==> src/rtl/tube_xfer_fifo_if.sv <==
// Push/pop handshake bundle for the Tube transfer FIFO.
// The master side drives requests; the slave side (the FIFO) returns data and fill flags.
interface tube_xfer_fifo_if #(
    parameter int WIDTH = 8
);
    logic             wr_en;
    logic [WIDTH-1:0] wr_data;
    logic             rd_en;
    logic [WIDTH-1:0] rd_data;
    logic             full;
    logic             empty;

    modport master (
        output wr_en, wr_data, rd_en,
        input  rd_data, full, empty
    );

    modport slave (
        input  wr_en, wr_data, rd_en,
        output rd_data, full, empty
    );
endinterface

==> src/rtl/tube_xfer_fifo.sv <==
// Tube-style transfer FIFO: DEPTH-entry store with wrap-bit pointers, registered pop data,
// programmable availability threshold, active-low interrupt and sticky overflow/underflow flags.
module tube_xfer_fifo #(
    parameter int WIDTH       = 8,
    parameter int DEPTH       = 4,
    parameter int STATUS_FILL = 1,
    localparam int AW         = $clog2(DEPTH)
) (
    input  logic                clk,
    input  logic                h_rst_b,
    input  logic                soft_rst,
    tube_xfer_fifo_if.slave     bus,
    input  logic [AW:0]         thr,
    input  logic                irq_en,
    input  logic                clr_err,
    output logic [AW:0]         level,
    output logic                avail,
    output logic [WIDTH-1:0]    status,
    output logic                irq_b,
    output logic                ovf,
    output logic                udf
);

    localparam logic [AW:0]        DEPTH_W   = (AW+1)'(DEPTH);
    localparam logic [WIDTH-3:0]   FILL_BITS = (WIDTH-2)'(STATUS_FILL);

    logic [WIDTH-1:0] mem [DEPTH];

    logic [AW:0]      wptr_reg, wptr_next;
    logic [AW:0]      rptr_reg, rptr_next;
    logic [WIDTH-1:0] rd_data_reg, rd_data_next;
    logic             ovf_reg, ovf_next;
    logic             udf_reg, udf_next;

    logic             full_w, empty_w;
    logic             push_ok, pop_ok, ovf_evt, udf_evt;
    logic [AW:0]      eff_thr;

    // Pointer difference modulo 2*DEPTH yields 0..DEPTH thanks to the extra wrap bit.
    assign level   = wptr_reg - rptr_reg;
    assign full_w  = (level == DEPTH_W);
    assign empty_w = (level == '0);

    assign eff_thr = (thr == '0)     ? (AW+1)'(1) :
                     (thr > DEPTH_W) ? DEPTH_W    : thr;
    assign avail   = (level >= eff_thr);
    assign irq_b   = !(irq_en && avail);
    assign status  = {avail, !full_w, FILL_BITS};

    assign bus.full    = full_w;
    assign bus.empty   = empty_w;
    assign bus.rd_data = rd_data_reg;
    assign ovf         = ovf_reg;
    assign udf         = udf_reg;

    // A full FIFO still accepts a push when a pop frees the slot in the same cycle.
    assign pop_ok  = bus.rd_en && !empty_w;
    assign push_ok = bus.wr_en && (!full_w || bus.rd_en);
    assign ovf_evt = bus.wr_en && full_w && !bus.rd_en;
    assign udf_evt = bus.rd_en && empty_w;

    always_comb begin
        wptr_next    = wptr_reg;
        rptr_next    = rptr_reg;
        rd_data_next = rd_data_reg;
        ovf_next     = ovf_reg;
        udf_next     = udf_reg;
        if (soft_rst) begin
            wptr_next    = '0;
            rptr_next    = '0;
            rd_data_next = '0;
            ovf_next     = 1'b0;
            udf_next     = 1'b0;
        end else begin
            if (push_ok) wptr_next = wptr_reg + 1'b1;
            if (pop_ok) begin
                rptr_next    = rptr_reg + 1'b1;
                rd_data_next = mem[rptr_reg[AW-1:0]];
            end
            // A new error in the clearing cycle keeps its flag set.
            ovf_next = ovf_evt || (ovf_reg && !clr_err);
            udf_next = udf_evt || (udf_reg && !clr_err);
        end
    end

    always_ff @(posedge clk or negedge h_rst_b) begin
        if (!h_rst_b) begin
            wptr_reg    <= '0;
            rptr_reg    <= '0;
            rd_data_reg <= '0;
            ovf_reg     <= 1'b0;
            udf_reg     <= 1'b0;
        end else begin
            wptr_reg    <= wptr_next;
            rptr_reg    <= rptr_next;
            rd_data_reg <= rd_data_next;
            ovf_reg     <= ovf_next;
            udf_reg     <= udf_next;
        end
    end

    // Storage is never reset; entries are unobservable until written.
    always_ff @(posedge clk) begin
        if (!soft_rst && push_ok && h_rst_b)
            mem[wptr_reg[AW-1:0]] <= bus.wr_data;
    end

endmodule

==> src/flat_wrapper.sv <==
// flat-port wrapper written by rule: the top's interface ports become plain ports
module tube_xfer_fifo_flat 
#(
    parameter int WIDTH       = 8,
    parameter int DEPTH       = 4,
    parameter int STATUS_FILL = 1,
    localparam int AW         = $clog2(DEPTH)
)
  (clk, h_rst_b, soft_rst, thr, irq_en, clr_err, level, avail, status, irq_b, ovf, udf, bus_wr_en, bus_wr_data, bus_rd_en, bus_rd_data, bus_full, bus_empty);
  tube_xfer_fifo_if #(.WIDTH(WIDTH)) bus_i ();
  input  logic clk;
  input  logic h_rst_b;
  input  logic soft_rst;
  input  logic [AW:0] thr;
  input  logic irq_en;
  input  logic clr_err;
  output logic [AW:0] level;
  output logic avail;
  output logic [WIDTH-1:0] status;
  output logic irq_b;
  output logic ovf;
  output logic udf;
  input wire logic [$bits(bus_i.wr_en)-1:0] bus_wr_en;
  input wire logic [$bits(bus_i.wr_data)-1:0] bus_wr_data;
  input wire logic [$bits(bus_i.rd_en)-1:0] bus_rd_en;
  output wire logic [$bits(bus_i.rd_data)-1:0] bus_rd_data;
  output wire logic [$bits(bus_i.full)-1:0] bus_full;
  output wire logic [$bits(bus_i.empty)-1:0] bus_empty;
  assign bus_i.wr_en = bus_wr_en;
  assign bus_i.wr_data = bus_wr_data;
  assign bus_i.rd_en = bus_rd_en;
  assign bus_rd_data = bus_i.rd_data;
  assign bus_full = bus_i.full;
  assign bus_empty = bus_i.empty;
  tube_xfer_fifo #(.WIDTH(WIDTH), .DEPTH(DEPTH), .STATUS_FILL(STATUS_FILL)) u_core (.clk(clk), .h_rst_b(h_rst_b), .soft_rst(soft_rst), .bus(bus_i), .thr(thr), .irq_en(irq_en), .clr_err(clr_err), .level(level), .avail(avail), .status(status), .irq_b(irq_b), .ovf(ovf), .udf(udf));
endmodule
==> config.mk <==
export PLATFORM = sky130hd
export DESIGN_NAME = tube_xfer_fifo_flat
export DESIGN_NICKNAME = d
export VERILOG_FILES = /design/src/rtl/tube_xfer_fifo_if.sv /design/src/rtl/tube_xfer_fifo.sv /design/src/flat_wrapper.sv
export SDC_FILE = /design/constraint.sdc
export NUM_CORES = 1
export LEC_CHECK = 0
export ABC_AREA = 0
export BUFFER_PORTS_ARGS = -buffer_cell sky130_fd_sc_hd__buf_2
export CORE_MARGIN = 2
export CORE_UTILIZATION = 35
export CTS_CLUSTER_SIZE = 10
export DETAILED_ROUTE_END_ITERATION = 10
export PLACE_DENSITY = 0.57
export SYNTH_ARGS = -nofsm -noshare
export SYNTH_HDL_FRONTEND = slang
export SYNTH_SLANG_ARGS = --single-unit
==> constraint.sdc <==
create_clock -name clk -period 3 [get_ports clk]
set_input_delay 0.6 -clock clk [delete_from_list [all_inputs] [get_ports clk]]
set_output_delay 0.6 -clock clk [all_outputs]
set_load 0.05 [all_outputs]
==> flow_summary.json <==
{
  "die_w_um": 82.42,
  "cts_tree": "yes",
  "worstMarginPinSlew_ns": 0.5192,
  "skew_ns": 0.008636,
  "die_y_um": 82.42,
  "worstSetupStartpointType": "register",
  "clockBufferDepth": 2,
  "grt_pass1_vias": 1245,
  "place.gp.congestion": 0.7410,
  "first_pass_iters": 4,
  "drt-total-wl_um": 4002,
  "cp_cell_sequence": "ha_4 -> fa_2 -> clkinvlp_4 -> ha_4 -> a21o_1 -> a21o_4 -> nand2_4 -> buf_8",
  "netlist_area_um2": 2152,
  "power_density_nw_per_um2": 1019,
  "p_leak_nw": 1.122,
  "fmax_mhz": 337.9,
  "path_clk_slew_ns": 0.09,
  "crit_top_cell": "ha_4",
  "drcViolationCount": 0,
  "rsz0062_at_grt": "yes",
  "cp.arrival_ns": 2.36,
  "synthFlopType": "edfxtp_1",
  "place_area_um2": 2425,
  "drt-initial-drc-count": 45,
  "end_kind": "output port",
  "portBuffers": 36,
  "grt_pass1_wl_um": 6348,
  "slew_violations": 0,
  "finalSetupViolations": 0,
  "avgSynthCellArea_um2": 14.84,
  "max-slew-margin-rel": 0.6539,
  "clockRootBuffer": "clkbuf_8",
  "fin_area_um2": 2601,
  "reg2reg_depth": 8,
  "rows": 28,
  "finalCritPeriodShare": 0.9863,
  "synth_edf_count": 32,
  "grt_max_degree": 18,
  "cts_buffers": 5,
  "routedWlPerCell_um": 15.22,
  "yosysWarnings": 0,
  "r2r_slack_ns": 0.39,
  "vias": 1218,
  "dieArea_um2": 6792,
  "netlist_instances": 145,
  "diodes": 0,
  "yosysUniqueCellTypes": 31,
  "ctsHtreeMaxLevel": 2,
  "area_growth_pct": 20.87,
  "status": "finished, final reports clean",
  "post-dp-hpwl_um": 2858,
  "synthTopCellsByArea": "edfxtp_1 (45%), dfrtp_1 (19%), mux4_2 (8.4%)",
  "clkLatencyLatePin_ns": 0.29,
  "largest_register_ffs": 32,
  "r2r-end": "u_core.mem[1][0]$_DFFE_PP_",
  "ios": 43,
  "yosys.area.top_type": "edfxtp_1",
  "max_stage_delay_ns": 0.56,
  "ir_drop_mv": 0.7459,
  "yosysSeqAreaShare": 0.6326,
  "drive_above_1_share": 0.3723,
  "synthArstFlopShare": 0.3333,
  "clock_sinks": 48,
  "start_util": 0.3635,
  "cp_max_fo": 3,
  "critical-path-slowest-cell": "fa_2",
  "track_usage": 0.1321,
  "hp-class": "primary input to async pin",
  "crit_type": "register to output port",
  "min_period_ns": 2.959,
  "regToRegStartpoint": "u_core.wptr_reg[0]$_DFFE_PN0P_",
  "yosysTopAreaCellShare": 0.4465,
  "synth_seq_cells": 48,
  "core_um2": 5921,
  "hold_viol": 0,
  "final_core_util": 0.4393,
  "overflow": 0,
  "worstPathRequired_ns": 2.40,
  "antenna_found_initial": 0,
  "holdWs_ns": 0.2515,
  "nets": 215,
  "vias_per_cell": 4.631,
  "drtAntennaViolNets": 0,
  "maxCapViolations": 0
}
-- report_power, final --
group,switching (W),internal (W)
registers,0.0000395,0.000774
clock network,0.000217,0.000251
logic,0.000885,0.000483
-- worst max-delay path by stage --
| stage | start | end | slack (ns) | cells past startpoint |
|---|---|---|---|---|
| detailed placement | u_core.wptr_reg[0]$_DFFE_PN0P_ | irq_b | 0.10 | 9 |
| global route | u_core.rptr_reg[0]$_DFFE_PN0P_ | irq_b | -0.04 | 8 |
| global placement | u_core.wptr_reg[0]$_DFFE_PN0P_ | irq_b | 0.17 | 9 |
| floorplan | u_core.wptr_reg[0]$_DFFE_PN0P_ | irq_b | 0.01 | 8 |
| finish | u_core.rptr_reg[0]$_DFFE_PN0P_ | irq_b | 0.04 | 8 |
| CTS | u_core.wptr_reg[0]$_DFFE_PN0P_ | irq_b | -0.02 | 9 |
-- Yosys cell counts (2+ instances only) --
master     n
buf_4      7
dfrtp_1   16
clkbuf_1   2
nand2_1    4
conb_1     2
mux2i_1   10
a21oi_1    4
nor2b_1    2
edfxtp_1  32
a21o_1     2
ha_1       9
and2_1     4
inv_1      8
mux4_2     8
nor2_1    18
xor2_1     2
-- layer usage --
| metal | wire length [µm] | GRT usage | vias up |
|---|---|---|---|
| li1 | - | - | 583 |
| met5 | 0 | 0 | - |
| met3 | 210 | 0.03696 | 4 |
| met2 | 2084 | 0.2185 | 37 |
| met1 | 1672 | 0.1669 | 594 |
| met4 | 34 | 0.04500 | 0 |
-- per-stage QoR --
| step | total power, W | setup TNS [ns] | worst slack [ns] | std cells |
|---|---|---|---|---|
| 2_1_floorplan | 0.001890 | 0 | 0.01259 | 149 |
| 3_3_place_gp | 0.002072 | 0 | 0.1703 | 252 |
| 3_5_place_dp | 0.002108 | 0 | 0.1026 | 252 |
| 4_1_cts | 0.002643 | -0.02371 | -0.01750 | 263 |
| 5_1_grt | 0.002809 | -0.06624 | -0.04460 | 263 |
| 6_report | 0.002650 | 0 | 0.04096 | 263 |
-- final cells by class --
| cell class | instances | area (µm²) |
|---|---|---|
| clock buffer | 5 | 68.82 |
| sequential | 48 | 1361 |
| clock inverter | 3 | 47.55 |
| tap | 75 | 93.84 |
| timing repair buffer | 43 | 255.2 |
| multi-input combinational | 80 | 737.0 |
| fill | 560 | 3319 |
| inverter | 9 | 37.54 |
-- critical path, delay by kind of cell (launching register included) --
kind                     cells  cell delay [ns]
buffers and inverters        2             0.24
adder cells (fa/ha/maj)      3             0.95
AND/OR/NAND/NOR              1             0.07
AO/OA/AOI/OAI                2             0.38
flip-flops                   1             0.42
-- timing repair --
action | CTS | global route
resized for setup | 6 | 4
buffers inserted | 3 | 0
endpoints found under the setup margin | 3 | 3
endpoints found under the hold margin | 0 | 0
hold buffers | 0 | 0
pin swaps | 1 | 1
-- layout by cell type, fill, tap and decap left out --
cell type / instances
a21o_4: 1
buf_8: 2
o21ai_1: 1
buf_4: 8
nor2_2: 1
and2_1: 4
xnor3_2: 1
conb_1: 6
mux2i_1: 10
o21ai_2: 1
nand2b_1: 1
nand2_1: 3
nand3b_1: 1
nor3_1: 1
buf_2: 33
inv_2: 2
nand2_4: 1
nor2b_1: 2
fa_2: 1
xor2_1: 2
o211ai_1: 1
a21o_1: 1
clkinv_4: 2
clkinvlp_4: 1
inv_1: 6
dfrtp_1: 16
o21ai_0: 1
clkbuf_8: 5
ha_4: 2
or3_1: 1
bufinv_16: 1
nor2_1: 17
a21oi_1: 4
ha_1: 7
xnor2_1: 1
mux4_2: 8
edfxtp_1: 32
-- cells by family after synthesis --
| family | synth area share |
|---|---|
| multiplexers | 0.1302 |
| other | 0.003490 |
| AO/OA/AOI/OAI | 0.02848 |
| AND/OR/NAND/NOR | 0.06744 |
| adder cells (fa/ha/maj) | 0.06163 |
| buffers and inverters | 0.05290 |
| XOR/XNOR | 0.02326 |
| flip-flops | 0.6326 |
Power figures use the tool's default switching activity.
